### src/rtl/rtc_pkg.sv
// Shared RTC definitions: register addresses, sequencer state encoding, BCD limits.
// Used by both the write and read sequencers.
package rtc_pkg;

  localparam logic [7:0] RTC_ADDR_SEG = 8'h21;
  localparam logic [7:0] RTC_ADDR_MIN = 8'h22;
  localparam logic [7:0] RTC_ADDR_HOR = 8'h23;

  localparam logic [7:0] BCD_MAX_SEG = 8'h59;
  localparam logic [7:0] BCD_MAX_MIN = 8'h59;
  localparam logic [7:0] BCD_MAX_HOR = 8'h23;

  typedef enum logic [2:0] {
    IDLE,
    CHECK,
    ADDR_ASSERT,
    ADDR_RELEASE,
    DATA_ASSERT,
    DATA_RELEASE,
    FINISH
  } rtc_state_t;

  typedef struct packed {
    logic [7:0] hor;
    logic [7:0] min;
    logic [7:0] seg;
  } rtc_time_t;

  // Both nibbles must be decimal digits; the packed compare then matches decimal order.
  function automatic logic bcd_in_range(input logic [7:0] v, input logic [7:0] lim);
    return (v[7:4] <= 4'd9) && (v[3:0] <= 4'd9) && (v <= lim);
  endfunction

endpackage

### src/rtl/rtc_phase_timer.sv
// Loadable down-counter for RTC bus phase timing; tc is high while the count sits at zero.
// A load takes effect on the next edge, so a phase loaded with N-1 lasts N cycles.
module rtc_phase_timer #(
  parameter int WIDTH = 4
) (
  input  logic             clk,
  input  logic             rst_n,
  input  logic             load,
  input  logic [WIDTH-1:0] load_val,
  output logic             tc
);

  logic [WIDTH-1:0] cnt;

  always_ff @(posedge clk or negedge rst_n) begin
    if (!rst_n) begin
      cnt <= '0;
    end else if (load) begin
      cnt <= load_val;
    end else if (cnt != '0) begin
      cnt <= cnt - WIDTH'(1);
    end
  end

  assign tc = (cnt == '0);

endmodule

### src/rtl/rtc_write_seq.sv
// Writes a snapshot of the BCD time into the RTC over its multiplexed A/D bus:
// seconds, minutes, hours, each as an address phase then a data phase; all outputs registered.
module rtc_write_seq
  import rtc_pkg::*;
#(
  parameter int         T_PHASE  = 10,
  parameter logic [7:0] ADDR_SEG = RTC_ADDR_SEG,
  parameter logic [7:0] ADDR_MIN = RTC_ADDR_MIN,
  parameter logic [7:0] ADDR_HOR = RTC_ADDR_HOR
) (
  input  logic       CLK,
  input  logic       RST,
  input  logic       START,
  input  logic [7:0] SEG_in,
  input  logic [7:0] MIN_in,
  input  logic [7:0] HOR_in,
  output logic [7:0] AD_out,
  output logic       AD_oe,
  output logic       A_D,
  output logic       CS_n,
  output logic       WR_n,
  output logic       RD_n,
  output logic       BUSY,
  output logic       DONE,
  output logic       ERR
);

  localparam int CW = (T_PHASE > 1) ? $clog2(T_PHASE) : 1;
  localparam logic [CW-1:0] PH_LAST = CW'(T_PHASE - 1);

  rtc_state_t state;
  rtc_time_t  snap;
  logic [1:0] idx;
  logic       snap_ok;
  logic       in_phase;
  logic       ph_load;
  logic       ph_tc;

  function automatic logic [7:0] reg_addr(input logic [1:0] i);
    case (i)
      2'd0:    return ADDR_SEG;
      2'd1:    return ADDR_MIN;
      default: return ADDR_HOR;
    endcase
  endfunction

  function automatic logic [7:0] reg_data(input rtc_time_t t, input logic [1:0] i);
    case (i)
      2'd0:    return t.seg;
      2'd1:    return t.min;
      default: return t.hor;
    endcase
  endfunction

  assign snap_ok = bcd_in_range(snap.seg, BCD_MAX_SEG) &&
                   bcd_in_range(snap.min, BCD_MAX_MIN) &&
                   bcd_in_range(snap.hor, BCD_MAX_HOR);

  assign in_phase = state inside {ADDR_ASSERT, ADDR_RELEASE, DATA_ASSERT, DATA_RELEASE};

  // Reload on entry to the first phase and on every phase boundary.
  assign ph_load = (state == CHECK) || (in_phase && ph_tc);

  rtc_phase_timer #(
    .WIDTH(CW)
  ) u_timer (
    .clk      (CLK),
    .rst_n    (RST),
    .load     (ph_load),
    .load_val (PH_LAST),
    .tc       (ph_tc)
  );

  // This block never reads the RTC.
  assign RD_n = 1'b1;

  // AD_out/A_D are only updated on the same edge that moves CS_n, so they are
  // stable for the whole WR_n-low window.
  always_ff @(posedge CLK or negedge RST) begin
    if (!RST) begin
      state  <= IDLE;
      snap   <= '0;
      idx    <= 2'd0;
      AD_out <= 8'h00;
      AD_oe  <= 1'b0;
      A_D    <= 1'b0;
      CS_n   <= 1'b1;
      WR_n   <= 1'b1;
      BUSY   <= 1'b0;
      DONE   <= 1'b0;
      ERR    <= 1'b0;
    end else begin
      DONE <= 1'b0;
      ERR  <= 1'b0;
      case (state)
        IDLE: begin
          if (START) begin
            snap  <= '{hor: HOR_in, min: MIN_in, seg: SEG_in};
            state <= CHECK;
          end
        end

        CHECK: begin
          if (!snap_ok) begin
            ERR   <= 1'b1;
            state <= IDLE;
          end else begin
            BUSY   <= 1'b1;
            idx    <= 2'd0;
            AD_oe  <= 1'b1;
            AD_out <= reg_addr(2'd0);
            A_D    <= 1'b0;
            CS_n   <= 1'b0;
            WR_n   <= 1'b0;
            state  <= ADDR_ASSERT;
          end
        end

        ADDR_ASSERT: begin
          if (ph_tc) begin
            CS_n  <= 1'b1;
            WR_n  <= 1'b1;
            state <= ADDR_RELEASE;
          end
        end

        ADDR_RELEASE: begin
          if (ph_tc) begin
            AD_out <= reg_data(snap, idx);
            A_D    <= 1'b1;
            CS_n   <= 1'b0;
            WR_n   <= 1'b0;
            state  <= DATA_ASSERT;
          end
        end

        DATA_ASSERT: begin
          if (ph_tc) begin
            CS_n  <= 1'b1;
            WR_n  <= 1'b1;
            state <= DATA_RELEASE;
          end
        end

        DATA_RELEASE: begin
          if (ph_tc) begin
            if (idx == 2'd2) begin
              DONE  <= 1'b1;
              BUSY  <= 1'b0;
              AD_oe <= 1'b0;
              state <= FINISH;
            end else begin
              idx    <= idx + 2'd1;
              AD_out <= reg_addr(idx + 2'd1);
              A_D    <= 1'b0;
              CS_n   <= 1'b0;
              WR_n   <= 1'b0;
              state  <= ADDR_ASSERT;
            end
          end
        end

        FINISH: begin
          state <= IDLE;
        end

        default: begin
          state <= IDLE;
        end
      endcase
    end
  end

endmodule

### config.mk
export PLATFORM = sky130hd
export DESIGN_NAME = rtc_write_seq
export DESIGN_NICKNAME = d
export VERILOG_FILES = /design/src/rtl/rtc_pkg.sv /design/src/rtl/rtc_phase_timer.sv /design/src/rtl/rtc_write_seq.sv
export SDC_FILE = /design/constraint.sdc
export NUM_CORES = 1
export LEC_CHECK = 0
export ABC_CLOCK_PERIOD_IN_PS = 5600
export CAP_MARGIN = 20
export CORE_MARGIN = 4
export CORE_UTILIZATION = 55
export DETAILED_ROUTE_END_ITERATION = 7
export GPL_TIMING_DRIVEN = 0
export HOLD_SLACK_MARGIN = 0.02
export PLACE_DENSITY = 0.89
export SETUP_SLACK_MARGIN = 0.02
export SYNTH_ARGS = -nofsm -noshare
export SYNTH_HDL_FRONTEND = slang
export SYNTH_SLANG_ARGS = --single-unit
### constraint.sdc
create_clock -name CLK -period 5.6 [get_ports CLK]
set_clock_uncertainty 0.2 [all_clocks]
set_input_delay 0.56 -clock CLK [delete_from_list [all_inputs] [get_ports CLK]]
set_output_delay 0.56 -clock CLK [all_outputs]
set_load 0.02 [all_outputs]
==> run metrics <==
layout cells sized above 1=0.1944; crit path cell chain=inv_1 > ha_1 > nor3b_2 > o21ai_4 > a311oi_4 > mux2_1; first-pass GRT wire length=8590 um; Top Ports=43; First-pass DRT Iterations=4; Post-DRT Antenna Nets=0; CP endpoint kind=register; initial DRC count=192; fin area=0.002972 sq mm; Clock Tree Buf Depth=2; number of fillers in the final layout=315; Compound-Gate Fraction of Synth Area=0.1825; Post-Layout Cell Count=302; Worst-path clk slew=90 ps; Syn Nets=234; multiplexer share of the synthesized area=0.1362; Synth Instances=201; Final Setup Violations=0; unrepaired setup endpoints after global routing=no; CTS Root Cell=clkbuf_8; chip width=73.76 um; wire per inst=17.11 um; asr flop ratio synth=1.000; floorplan row count=23; adder-cell area share of the yosys netlist=0.03156; endpoints failing hold=0; GRT Total Usage=0.2087; xor-xnor portion of the synthesized cell area=0.007365; initial antenna violation count=0; final setup TNS=0 ps; CTS tree=built; Hold-fix buffers, CTS=1; DIE HEIGHT=73.76 um; worst-path maximum fanout=10; Pins Over Slew Limit=0; I/O Buffers=41; Synth top area share=0.4734; Peak VDD IR=0.0003343 V; die area=0.005441 sq mm; largest family of logic cells by synthesized area=compound AO/OA/AOI/OAI gates; vias in the first global route=1787; synth warn=0; Seq cells post-synth=46; Cell Count Post-Placement=293; DR vias/cell=5.987; Max Fclk=384.0 MHz; final WL=5166 um; relative slew slack=0.4984; post-synth top area cell=dfrtp_1; MaxCap Viol Count=0; Setup Buffers After CTS=0; Ant. Diodes=0; sequential area share after synthesis=0.4845; Avg Inst Size Synth=11.83 sq um; hold crit path type=reg2reg; Netlist Area Pre-Place=0.002379 sq mm; Synth Area in Simple Gates=0.1120; via count=1808; slowest stage delay, CP=640 ps; Pwr Density=504.2 mW/mm^2; main area contributors after synthesis=dfrtp_1 47%, mux2_2 9.0%, mux2_1 3.8%; leak pwr=1.238 nW; Critical Path RT=5590 ps; gpl congestion=0.8333; minimum clock period after layout=2604 ps; hpwl dp=3861 um; Crit Path Class=reg2reg; Post-synth EDFFs=0; H-Tree Depth=2; global route overflow=0; drt drc=0; area added between synthesis and finish=24.93%; Num CTS Buffers=5; Distinct cells, synth=54; largest net degree at the start of global routing=31; post-cts resize count=0; Starting Density=0.5821; clk sinks=46; clk_lat worst skew=310 ps; crit path DAT=2600 ps; core area=0.004086 sq mm; status=completed; Cell Area, Placed=0.002867 sq mm; ys flop type=dfrtp_1; nets=284; Final Cycle Share=0.4650; CP max stage cell=nor3b_2; Setup crit start kind=register; worst slew pin tran=749.2 ps
==> layout make-up <==
cell class / count / area (sq um) / area share
buffer: 13 / 78.83 / 0.02653
clock buffer: 6 / 82.58 / 0.02779
clock inverter: 2 / 12.51 / 0.004211
inverter: 7 / 26.28 / 0.008842
multi-input combinational: 135 / 1121 / 0.3773
sequential: 46 / 1152 / 0.3878
tap: 50 / 62.56 / 0.02105
timing repair buffer: 43 / 435.4 / 0.1465
==> final timing paths <==
check | from | endpoint | slack [ps] | cells past startpoint
max in group asynchronous | RST | snap[20] | 4200 | 3
min reg2reg | snap[16] | snap[16] | 290 | 1
max reg2reg | u_timer.cnt[0] | AD_out[0] | 3000 | 6
min | snap[16] | snap[16] | 290 | 1
max | u_timer.cnt[0] | AD_out[0] | 3000 | 6
min in group asynchronous | RST | ERR | 510 | 2
==> layout by cell type (no fill, tap or decap), drive strengths merged, types with 2 or more instances in the layout <==
cell type	count
dfrtp	45
clkdlybuf4s50	40
mux2	27
a21oi	13
clkbuf	11
nand2	10
buf	10
nor2	8
o21ai	8
inv	7
a22o	6
ha	6
o2bb2ai	5
nor3	4
nor2b	3
nand3	3
a22oi	2
o22a	2
o22ai	2
nand2b	2
a211oi	2
a31oi	2
mux2i	2
a221o	2
xnor2	2
or3b	2
nor3b	2
or4	2
a311oi	2
==> critical path: cells and delay by family, from the launching register on <==
family | cells | cell delay (ps)
multiplexers | 1 | 360
AND/OR/NAND/NOR | 1 | 640
buffers and inverters | 1 | 130
flip-flops | 1 | 410
adder cells (fa/ha/maj) | 1 | 200
AO/OA/AOI/OAI | 2 | 560
==> stage by stage <==
stage	setup slack, ps	hold slack (ps)	power (mW)	utilization
4_1_cts	3040	295.2	1.496	0.7272
5_1_grt	2858	308.5	1.596	0.7272
3_3_place_gp	2559	270.6	1.246	0.6978
3_5_place_dp	3066	273.1	1.282	0.7015
6_report	2996	294.2	1.498	0.7272
2_1_floorplan	3395	64.41	1.062	-
==> kinds of logic after synthesis <==
logic type | after synthesis
adder cells (fa/ha/maj) | 6
AO/OA/AOI/OAI | 54
flip-flops | 46
AND/OR/NAND/NOR | 43
multiplexers | 29
XOR/XNOR | 2
buffers and inverters | 20
other | 1
==> Yosys cell counts, drive strengths merged, types with 4 or more instances <==
cell type and count:
a21oi 13, clkbuf 5, nor2 8, ha 6, nand2 10, o21ai 8
mux2 27, nor3 4, a22o 6, o2bb2ai 5, inv 7, buf 8
dfrtp 45
==> power by group <==
group          switching (mW)  leakage [nW]  internal [mW]
clock                   0.115        0.0472         0.0993
sequential              0.116         0.557          0.473
combinational           0.349         0.634          0.345
==> registers in the layout, indices dropped and copies added (netlist names) <==
| register | flops |
|---|---|
| WR_n | 1 |
| ERR | 1 |
| AD_out | 8 |
| DONE | 1 |
| idx | 2 |
| state | 3 |
| u_timer.cnt | 4 |
| BUSY | 1 |
| snap | 24 |
| A_D | 1 |
==> layer usage <==
layer	routed length [um]	share of wire	track usage	vias to the layer above
met5	0	0	0	-
met4	93	0.018	0.08652	0
met3	328	0.063	0.04788	11
met2	2387	0.46	0.3061	68
met1	2356	0.46	0.2967	892
li1	-	-	-	837
No activity file was read; power rests on OpenSTA's default activity.
